<file path="config.mk">
export PLATFORM = sky130hd
export DESIGN_NAME = vga_sync_flat
export DESIGN_NICKNAME = d
export VERILOG_FILES = /design/src/rtl/vga_timing_pkg.sv /design/src/rtl/vga_sync_if.sv /design/src/rtl/vga_sync_pixel_tick_gen.sv /design/src/rtl/vga_sync.sv /design/src/flat_wrapper.sv
export SDC_FILE = /design/constraint.sdc
export NUM_CORES = 1
export LEC_CHECK = 0
export CAP_MARGIN = 20
export CORE_ASPECT_RATIO = 1.25
export CORE_MARGIN = 2
export CORE_UTILIZATION = 50
export DETAILED_ROUTE_END_ITERATION = 10
export DONT_BUFFER_PORTS = 1
export MAX_ROUTING_LAYER = met4
export PLACE_DENSITY = 0.73
export SETUP_SLACK_MARGIN = 0.5
export SLEW_MARGIN = 30
export SYNTH_ARGS = -nofsm -noshare
export SYNTH_HDL_FRONTEND = slang
export SYNTH_HIERARCHICAL = 1
export SYNTH_SLANG_ARGS = --single-unit
export TNS_END_PERCENT = 50
</file>
<file path="constraint.sdc">
create_clock -name clk -period 2 [get_ports clk]
set_input_delay 0.3 -clock clk [delete_from_list [all_inputs] [get_ports clk]]
set_output_delay 0.3 -clock clk [all_outputs]
set_load 0.05 [all_outputs]
</file>
<file path="src/rtl/vga_timing_pkg.sv">
// Shared VGA 640x480@60 timing constants and helpers, used by the sync
// generator and by the renderer for its screen limits.
package vga_timing_pkg;

   localparam int COORD_W   = 10;

   localparam int H_DISPLAY = 640;
   localparam int H_FRONT   = 16;
   localparam int H_SYNC    = 96;
   localparam int H_BACK    = 48;
   localparam int V_DISPLAY = 480;
   localparam int V_FRONT   = 10;
   localparam int V_SYNC    = 2;
   localparam int V_BACK    = 33;

   localparam int H_TOTAL   = H_DISPLAY + H_FRONT + H_SYNC + H_BACK;
   localparam int V_TOTAL   = V_DISPLAY + V_FRONT + V_SYNC + V_BACK;
   localparam int HS_START  = H_DISPLAY + H_FRONT;
   localparam int HS_END    = HS_START + H_SYNC - 1;
   localparam int VS_START  = V_DISPLAY + V_FRONT;
   localparam int VS_END    = VS_START + V_SYNC - 1;

   function automatic logic in_range(input logic [COORD_W-1:0] v,
                                      input logic [COORD_W-1:0] lo,
                                      input logic [COORD_W-1:0] hi);
      return (v >= lo) && (v <= hi);
   endfunction

endpackage

</file>
<file path="src/rtl/vga_sync_if.sv">
// Raster timing bundle from the sync generator to the renderer / connector.
interface vga_sync_if;
   import vga_timing_pkg::*;

   logic               hsync;
   logic               vsync;
   logic               videoOn;
   logic [COORD_W-1:0] x;
   logic [COORD_W-1:0] y;
   logic               pixelTick;
   logic               frameStart;

   modport master (output hsync, vsync, videoOn, x, y, pixelTick, frameStart);
   modport slave  (input  hsync, vsync, videoOn, x, y, pixelTick, frameStart);

endinterface

</file>
<file path="src/rtl/vga_sync_pixel_tick_gen.sv">
// Divides the board clock down to a one-clk pixel enable every CLK_DIV clocks.
module pixel_tick_gen #(
   parameter int CLK_DIV = 4
) (
   input  logic clk,
   input  logic reset,
   output logic pixelTick
);

   localparam int DIV_W = (CLK_DIV > 1) ? $clog2(CLK_DIV) : 1;
   localparam logic [DIV_W-1:0] DIV_LAST = DIV_W'(CLK_DIV - 1);

   if (CLK_DIV < 1 || CLK_DIV > 16) begin : g_div_check
      $error("pixel_tick_gen: CLK_DIV must be in 1..16");
   end

   logic [DIV_W-1:0] div;

   always_ff @(posedge clk) begin
      if (reset)
         div <= '0;
      else if (div == DIV_LAST)
         div <= '0;
      else
         div <= div + 1'b1;
   end

   // With CLK_DIV=1 the divider sits at 0 == DIV_LAST, so every clk is a tick.
   assign pixelTick = (div == DIV_LAST);

endmodule

</file>
<file path="src/rtl/vga_sync.sv">
// VGA raster timing: pixel enable, x/y counters, visible flag, frame pulse,
// and hsync/vsync registered one clk behind x/y to match the renderer's rgb.
module vga_sync
   import vga_timing_pkg::COORD_W;
   import vga_timing_pkg::in_range;
#(
   parameter int CLK_DIV     = 4,
   parameter int H_DISPLAY   = vga_timing_pkg::H_DISPLAY,
   parameter int H_FRONT     = vga_timing_pkg::H_FRONT,
   parameter int H_SYNC      = vga_timing_pkg::H_SYNC,
   parameter int H_BACK      = vga_timing_pkg::H_BACK,
   parameter int V_DISPLAY   = vga_timing_pkg::V_DISPLAY,
   parameter int V_FRONT     = vga_timing_pkg::V_FRONT,
   parameter int V_SYNC      = vga_timing_pkg::V_SYNC,
   parameter int V_BACK      = vga_timing_pkg::V_BACK,
   parameter bit SYNC_ACTIVE = 1'b0
) (
   input  logic        clk,
   input  logic        reset,
   vga_sync_if.master  vga
);

   localparam int H_TOT = H_DISPLAY + H_FRONT + H_SYNC + H_BACK;
   localparam int V_TOT = V_DISPLAY + V_FRONT + V_SYNC + V_BACK;

   localparam logic [COORD_W-1:0] H_LAST   = COORD_W'(H_TOT - 1);
   localparam logic [COORD_W-1:0] V_LAST   = COORD_W'(V_TOT - 1);
   localparam logic [COORD_W-1:0] H_VIS    = COORD_W'(H_DISPLAY);
   localparam logic [COORD_W-1:0] V_VIS    = COORD_W'(V_DISPLAY);
   localparam logic [COORD_W-1:0] HS_FIRST = COORD_W'(H_DISPLAY + H_FRONT);
   localparam logic [COORD_W-1:0] HS_LAST  = COORD_W'(H_DISPLAY + H_FRONT + H_SYNC - 1);
   localparam logic [COORD_W-1:0] VS_FIRST = COORD_W'(V_DISPLAY + V_FRONT);
   localparam logic [COORD_W-1:0] VS_LAST  = COORD_W'(V_DISPLAY + V_FRONT + V_SYNC - 1);

   if (H_TOT > (1 << COORD_W) || V_TOT > (1 << COORD_W)) begin : g_size_check
      $error("vga_sync: timing totals exceed the 10-bit counter range");
   end

   logic               tick;
   logic               line_end;
   logic [COORD_W-1:0] h_count;
   logic [COORD_W-1:0] v_count;
   logic               hsync_q;
   logic               vsync_q;
   logic               frame_q;

   pixel_tick_gen #(
      .CLK_DIV (CLK_DIV)
   ) u_tick (
      .clk       (clk),
      .reset     (reset),
      .pixelTick (tick)
   );

   assign line_end = tick && (h_count == H_LAST);

   always_ff @(posedge clk) begin
      if (reset) begin
         h_count <= '0;
         v_count <= '0;
         hsync_q <= !SYNC_ACTIVE;
         vsync_q <= !SYNC_ACTIVE;
         frame_q <= 1'b0;
      end else begin
         // Sync levels come from the pre-update counters: one clk behind x/y.
         hsync_q <= in_range(h_count, HS_FIRST, HS_LAST) ? SYNC_ACTIVE : !SYNC_ACTIVE;
         vsync_q <= in_range(v_count, VS_FIRST, VS_LAST) ? SYNC_ACTIVE : !SYNC_ACTIVE;
         frame_q <= line_end && (v_count == V_LAST);
         if (tick)
            h_count <= line_end ? '0 : h_count + 1'b1;
         if (line_end)
            v_count <= (v_count == V_LAST) ? '0 : v_count + 1'b1;
      end
   end

   assign vga.x          = h_count;
   assign vga.y          = v_count;
   assign vga.hsync      = hsync_q;
   assign vga.vsync      = vsync_q;
   assign vga.frameStart = frame_q;
   assign vga.pixelTick  = tick;
   assign vga.videoOn    = !reset && (h_count < H_VIS) && (v_count < V_VIS);

endmodule

</file>
<file path="src/flat_wrapper.sv">
// flat-port wrapper written by rule: the top's interface ports become plain ports
module vga_sync_flat import vga_timing_pkg::COORD_W; import vga_timing_pkg::in_range;
#(
   parameter int CLK_DIV     = 4,
   parameter int H_DISPLAY   = vga_timing_pkg::H_DISPLAY,
   parameter int H_FRONT     = vga_timing_pkg::H_FRONT,
   parameter int H_SYNC      = vga_timing_pkg::H_SYNC,
   parameter int H_BACK      = vga_timing_pkg::H_BACK,
   parameter int V_DISPLAY   = vga_timing_pkg::V_DISPLAY,
   parameter int V_FRONT     = vga_timing_pkg::V_FRONT,
   parameter int V_SYNC      = vga_timing_pkg::V_SYNC,
   parameter int V_BACK      = vga_timing_pkg::V_BACK,
   parameter bit SYNC_ACTIVE = 1'b0
)
  (clk, reset, vga_hsync, vga_vsync, vga_videoOn, vga_x, vga_y, vga_pixelTick, vga_frameStart);
  vga_sync_if vga_i ();
  input  logic clk;
  input  logic reset;
  output wire logic [$bits(vga_i.hsync)-1:0] vga_hsync;
  output wire logic [$bits(vga_i.vsync)-1:0] vga_vsync;
  output wire logic [$bits(vga_i.videoOn)-1:0] vga_videoOn;
  output wire logic [$bits(vga_i.x)-1:0] vga_x;
  output wire logic [$bits(vga_i.y)-1:0] vga_y;
  output wire logic [$bits(vga_i.pixelTick)-1:0] vga_pixelTick;
  output wire logic [$bits(vga_i.frameStart)-1:0] vga_frameStart;
  assign vga_hsync = vga_i.hsync;
  assign vga_vsync = vga_i.vsync;
  assign vga_videoOn = vga_i.videoOn;
  assign vga_x = vga_i.x;
  assign vga_y = vga_i.y;
  assign vga_pixelTick = vga_i.pixelTick;
  assign vga_frameStart = vga_i.frameStart;
  vga_sync #(.CLK_DIV(CLK_DIV), .H_DISPLAY(H_DISPLAY), .H_FRONT(H_FRONT), .H_SYNC(H_SYNC), .H_BACK(H_BACK), .V_DISPLAY(V_DISPLAY), .V_FRONT(V_FRONT), .V_SYNC(V_SYNC), .V_BACK(V_BACK), .SYNC_ACTIVE(SYNC_ACTIVE)) u_core (.clk(clk), .reset(reset), .vga(vga_i));
endmodule
</file>
==> impl_metrics.py, run 1 <==
metrics = {
    "layout": {
        "drive_above_1_share": 0.452,
        "antenna_cells": 0,
        "areaGrowthSynthToFinish_pct": 43.2,
        "final_util": 0.766,
        "nets": 177,
    },
    "floorplan": {
        "io_pins": 27,
        "core_mm2": 0.00223,
        "fp.dieH_um": 58.7,
        "row_count": 19,
        "initial_core_util": 0.535,
        "die_w_um": 47.7,
        "dieArea_mm2": 0.00280,
    },
    "clocking": {
        "clk_pin_slew_worst_paths_ns": 0.14,
        "clock_path_buffers": 2,
        "root_buffer": "clkbuf_4",
        "cts_tree": "yes",
        "numCtsBuffers": 3,
        "clkSinkCount": 25,
        "clk_latency_ns": 0.31,
        "htreeDepth": 1,
    },
    "sta": {
        "setup_tns_ns": 0,
        "fmax_mhz": 598,
        "fin_crit_sh": 0.836,
        "rsz0062_at_grt": "yes",
        "slew_headroom": 0.685,
        "setup_violations": 0,
        "fin_crit_ns": 1.67,
        "tightest_slew_ns": 0.471,
        "finalHoldViolCount": 0,
        "holdWs_ns": 0.0222,
        "fin_skew_ns": 0.0135,
        "maxSlewViolCount": 0,
    },
    "synth": {
        "ys_seq_elements": 25,
        "synthCells": 134,
        "ys.warnings.count": 6,
        "ys_seq_area_frac": 0.419,
        "syn_nets": 142,
        "synth_async_sr_flop_share": 0,
        "synth_area_mm2": 0.00119,
        "syn_avg_cell_area_um2": 8.92,
        "synth-main-ff-cell": "dfxtp_1",
        "synth_cell_types": 28,
        "synth_edf_count": 0,
    },
    "pwr": {
        "p_leak_nw": 0.600,
        "power_mw": 0.780,
        "peakVddDrop_mv": 0.482,
        "powerDensity_mw_per_mm2": 456,
    },
    "grt": {
        "antenna_found_initial": 0,
        "grt_pass1_vias": 1117,
        "grt_use_total": 0.243,
        "grt_overflow": 0,
        "grt_pass1_wl_mm": 4.86,
        "grt_max_degree": 14,
    },
    "setup_path": {
        "slowest_delay_ns": 0.53,
        "timing.setup.critical_path_class": "reg -> reg",
        "worst_r2r_path_depth": 5,
        "worstSetupEndpointType": "flop",
        "crit_path_top_delay_cell": "dfxtp_4",
        "worstPathArrival_ns": 1.93,
        "critPathMaxFanout": 8,
        "crit_chain": "ha_4, and4b_1, nand4_1, or3_1, a21oi_1",
        "cp.required_ns": 2.26,
        "startpoint_type": "flop",
    },
    "routing": {
        "wl_per_cell_um": 17.4,
        "drc": 0,
        "routed_via_density": 5.98,
        "dr_total_vias": 1191,
        "dr.first_iter.drc_count": 31,
        "routed_wl_mm": 3.46,
        "drt-pass1-iter-count": 4,
        "ant_nets": 0,
    },
    "place": {
        "post-dp-hpwl_mm": 1.96,
        "gp_congestion": 0.889,
        "portBuffers": 0,
    },
    "min_path": {
        "min_path_cells": 1,
        "hold_class": "in -> reg",
    },
    "run_status": {
        "outcome": "finished, final reports clean",
    },
    "run": {
        "cap_violations": 0,
    },
}
-- worst max-delay path, delay by kind of cell, from the launching register on --
family,cells,cell delay [ns]
AND/OR/NAND/NOR,3,0.79
flip-flops,1,0.53
adder cells (fa/ha/maj),1,0.18
AO/OA/AOI/OAI,1,0.12
-- path summary, 6_finish.rpt --
check,from,end,slack [ns]
max reg2reg,u_core/vga.y[1],u_core/vga.y[8],0.33
min reg2reg,u_core/u_tick/div[0],u_core/u_tick/div[0],0.43
min,reset,u_core/u_tick/div[0],0.02
max,u_core/vga.y[1],u_core/vga.y[8],0.33
-- per-layer routing --
| layer | wire (µm) | track usage | up-vias | share of wire |
|---|---|---|---|---|
| li1 | - | - | 546 | - |
| met1 | 1290 | 0.270 | 591 | 0.37 |
| met2 | 1900 | 0.413 | 45 | 0.55 |
| met3 | 180 | 0.0429 | 9 | 0.052 |
| met4 | 96 | 0.0965 | 0 | 0.028 |
| met5 | 0 | - | - | 0 |
-- cells by family after synthesis --
group,synth area share
XOR/XNOR,0.0733
AO/OA/AOI/OAI,0.0974
buffers and inverters,0.0325
adder cells (fa/ha/maj),0.0628
AND/OR/NAND/NOR,0.315
flip-flops,0.419
-- timing repair --
action,in CTS,in global routing
buffers inserted,9,3
endpoints found under the hold margin,0,1
cloned,1,0
pin swaps,9,9
endpoints found under the setup margin,13,21
hold buffers,0,1
gates resized for setup,15,20
-- cell type report --
type	instances	area, µm²
inverters	5	18.8
well taps	31	38.8
flip-flops and latches	25	533
repair buffers	33	274
fillers	168	523
multi-input cells	101	821
clock buffers	4	26.3
-- cells in the final DEF, fill, tap and decap left out, drive strengths merged --
cell type	netlist	final
nor4bb	2	2
nor3b	1	1
o21bai	1	2
nand4	7	7
nand3	7	7
and4	2	2
or3	5	5
and3b	1	1
a21oi	11	11
xnor2	5	5
clkbuf	2	4
nor2	14	14
xor2	5	5
nand2b	4	4
o21ai	7	7
inv	5	5
nand2	7	7
nor3	5	5
ha	6	6
and3	3	3
dfxtp	25	25
and4b	1	1
buf	2	32
or4	4	4
dlygate4sd3	0	1
o31ai	2	2
-- where the power goes --
part	switching, mW	total [mW]	internal (mW)	leakage (nW)
sequential	0.00612	0.506	0.500	0.211
clock	0.143	0.221	0.0778	0.0150
combinational	0.0321	0.0537	0.0216	0.374
-- registers in the layout, summed over array words and instances, names as in the netlist --
name,flops
u_core/u_tick/div,2
u_core/vga.vsync,1
u_core/vga.hsync,1
u_core/vga.frameStart,1
u_core/vga.y,10
u_core/vga.x,10
-- synth_stat cells (all sizes together), types with 2 or more instances --
cell | count | area (µm²)
a21oi | 11 | 55.1
nand2b | 4 | 25.0
nand4 | 7 | 58.8
or4 | 4 | 30.0
nor3 | 5 | 30.0
and4 | 2 | 17.5
nor2 | 14 | 52.6
xor2 | 5 | 43.8
nand3 | 7 | 35.0
and3 | 3 | 18.8
inv | 5 | 18.8
o21ai | 7 | 35.0
clkbuf | 2 | 7.51
nor4bb | 2 | 20.0
dfxtp | 25 | 500
xnor2 | 5 | 43.8
buf | 2 | 12.5
nand2 | 7 | 26.3
ha | 6 | 75.1
or3 | 5 | 31.3
o31ai | 2 | 15.0
-- through the flow --
stage          cells  area (µm²)  worst slack (ns)
2_1_floorplan    134        1240             0.270
3_3_place_gp     181        1410             0.273
3_5_place_dp     181        1410             0.243
4_1_cts          195        1580             0.349
5_1_grt          199        1710             0.274
6_report         199        1710             0.328
(Power assumes the default switching activity.)
==> run 2: changes to the inputs <==
Clock period 2 ns to 1.55 ns, I/O delays scaled along.
==> run 2 against run 1 <==
The run now ends with negative setup slack left. Non-clock buffer count grew 12. Cell area grew 17%. Combinational power rose by 150%. Sequential share of layout area fell by 3.6 points. Maximum frequency down 5.0%. Register-to-register slack lost 0.54 ns. First-iteration DRC count up 110%. Cell count grew 5.5%. Worst hold slack gained 0.073 ns. Clock power increased by 44%. Clock skew shrank 0.0073 ns. Critical endpoint is now u_core/vga.y[7]. Largest power group unchanged. Highest routed layer unchanged.
==> impl_metrics.py, run 2 (synthesis gave the netlist of run 1 again) <==
metrics = {
    "run_status": {
        "outcome": "complete, but fails checks",
        "violations": "negative setup slack",
    },
    "routing": {
        "drc": 0,
        "wl_per_cell_um": 21.7,
        "wl_met2_mm": 2.43,
        "top_layer": "met4",
        "drt-pass1-iter-count": 4,
        "dr_total_vias": 1330,
        "routed_via_density": 6.33,
        "m1WireLength_mm": 1.62,
        "met3_length_um": 284,
        "dr.first_iter.drc_count": 66,
        "ant_nets": 0,
        "routed_wl_mm": 4.56,
    },
    "sta": {
        "worst_slack_ns": -0.209,
        "maxSlewViolCount": 0,
        "fin_skew_ns": 0.00619,
        "fin_crit_ns": 1.76,
        "rsz0062_at_grt": "yes",
        "tightest_slew_ns": 0.520,
        "fmax_mhz": 568,
        "setup_tns_ns": -1.04,
        "slew_headroom": 0.652,
        "finalHoldViolCount": 0,
        "setup_violations": 12,
        "fin_crit_sh": 1.14,
        "holdWs_ns": 0.0947,
    },
    "clocking": {
        "htreeDepth": 1,
        "cts_tree": "yes",
        "clkSinkCount": 25,
        "root_buffer": "clkbuf_4",
        "clk_latency_ns": 0.34,
        "clock_path_buffers": 2,
        "clk_pin_slew_worst_paths_ns": 0.14,
        "numCtsBuffers": 3,
    },
    "min_path": {
        "min_from": "reset",
        "min_path_cells": 2,
        "min_to": "u_core/vga.x[2]",
        "hold_class": "in -> reg",
    },
    "place": {
        "gp_congestion": 0.883,
        "dp_cells": 194,
        "post-dp-hpwl_mm": 2.15,
        "portBuffers": 0,
    },
    "setup_path": {
        "worstPathArrival_ns": 1.98,
        "worst_r2r_path_depth": 6,
        "regToRegStartpoint": "u_core/vga.x[1]",
        "startpoint_type": "flop",
        "r2r-end": "u_core/vga.y[7]",
        "cp.required_ns": 1.77,
        "r2r_slack_ns": -0.21,
        "worstSetupEndpointType": "flop",
        "critPathMaxFanout": 7,
        "timing.setup.critical_path_class": "reg -> reg",
    },
    "layout": {
        "nets": 188,
        "areaGrowthSynthToFinish_pct": 67.0,
        "layout_common_cells": "buf_6, buf_4, nor2_1, dfxtp_2, dfxtp_4",
        "fin_cells": 210,
        "drive_above_1_share": 0.564,
        "final_util": 0.893,
        "antenna_cells": 0,
        "final_common_cell": "buf_6",
    },
    "floorplan": {
        "fp.dieH_um": 58.7,
        "io_pins": 27,
        "row_count": 19,
        "core_mm2": 0.00223,
        "die_w_um": 47.7,
        "dieArea_mm2": 0.00280,
        "initial_core_util": 0.535,
    },
    "grt": {
        "grt_max_degree": 15,
        "grt_overflow": 0,
        "antenna_found_initial": 0,
        "grt_pass1_wl_mm": 5.14,
        "grt_use_total": 0.267,
        "grt_pass1_vias": 1154,
    },
    "pwr": {
        "powerDensity_mw_per_mm2": 551,
        "peakVddDrop_mv": 0.637,
        "p_leak_nw": 0.708,
    },
    "run": {
        "cap_violations": 0,
    },
}
==> run 2: worst max-delay path by stage <==
stage | from | to
after global routing | u_core/u_tick/div[0] | u_core/vga.y[7]
after CTS | u_core/u_tick/div[0] | u_core/vga.y[7]
after detailed placement | u_core/vga.x[0] | u_core/vga.y[7]
final | u_core/vga.x[1] | u_core/vga.y[7]
after floorplan | u_core/u_tick/div[0] | u_core/vga.y[7]
after global placement | u_core/vga.x[0] | u_core/vga.y[7]
==> run 2: worst max-delay path, stage by stage (launching register included) <==
cell and delay, ns:
dfxtp_4 0.40, ha_4 0.14, and4_4 0.23, nand4_4 0.14
buf_4 0.19, o31ai_1 0.42, a21oi_2 0.13
==> run 2: per-layer routing <==
metal	GRT usage	up-vias
met5	-	-
met4	0.120	0
li1	-	572
met3	0.0491	25
met1	0.292	642
met2	0.450	91
==> run 2: final cells by class <==
type	instances	area (µm²)
Clock inverter	1	5.00
Inverter	5	21.3
Tap cell	31	38.8
Clock buffer	3	22.5
Fill cell	107	239
Timing Repair Buffer	45	524
Sequential cell	25	551
Multi-Input combinational cell	100	833
==> run 2: what timing repair did <==
action                                 4_1_cts  5_1_grt
setup endpoints to repair                   48       50
cloned                                       1        1
endpoints found under the hold margin        8        1
hold buffers                                 1        1
setup buffers                                5        3
pin swaps                                   15       17
resized for setup                           34       57
==> run 2: stage by stage <==
| step | instance area, µm² | power, mW | setup slack (ns) |
|---|---|---|---|
| floorplan | 1240 | 0.726 | -0.180 |
| global placement | 1520 | 0.742 | 0.00611 |
| detailed placement | 1520 | 0.744 | -0.0695 |
| CTS | 1760 | 1.06 | -0.0416 |
| global route | 2000 | 1.13 | -0.257 |
| finish | 2000 | 1.10 | -0.209 |
==> run 2: power breakdown <==
part           switching [mW]  internal (mW)
combinational          0.0641         0.0699
clock                   0.222         0.0973
sequential            0.00881          0.637
total                   0.295          0.804
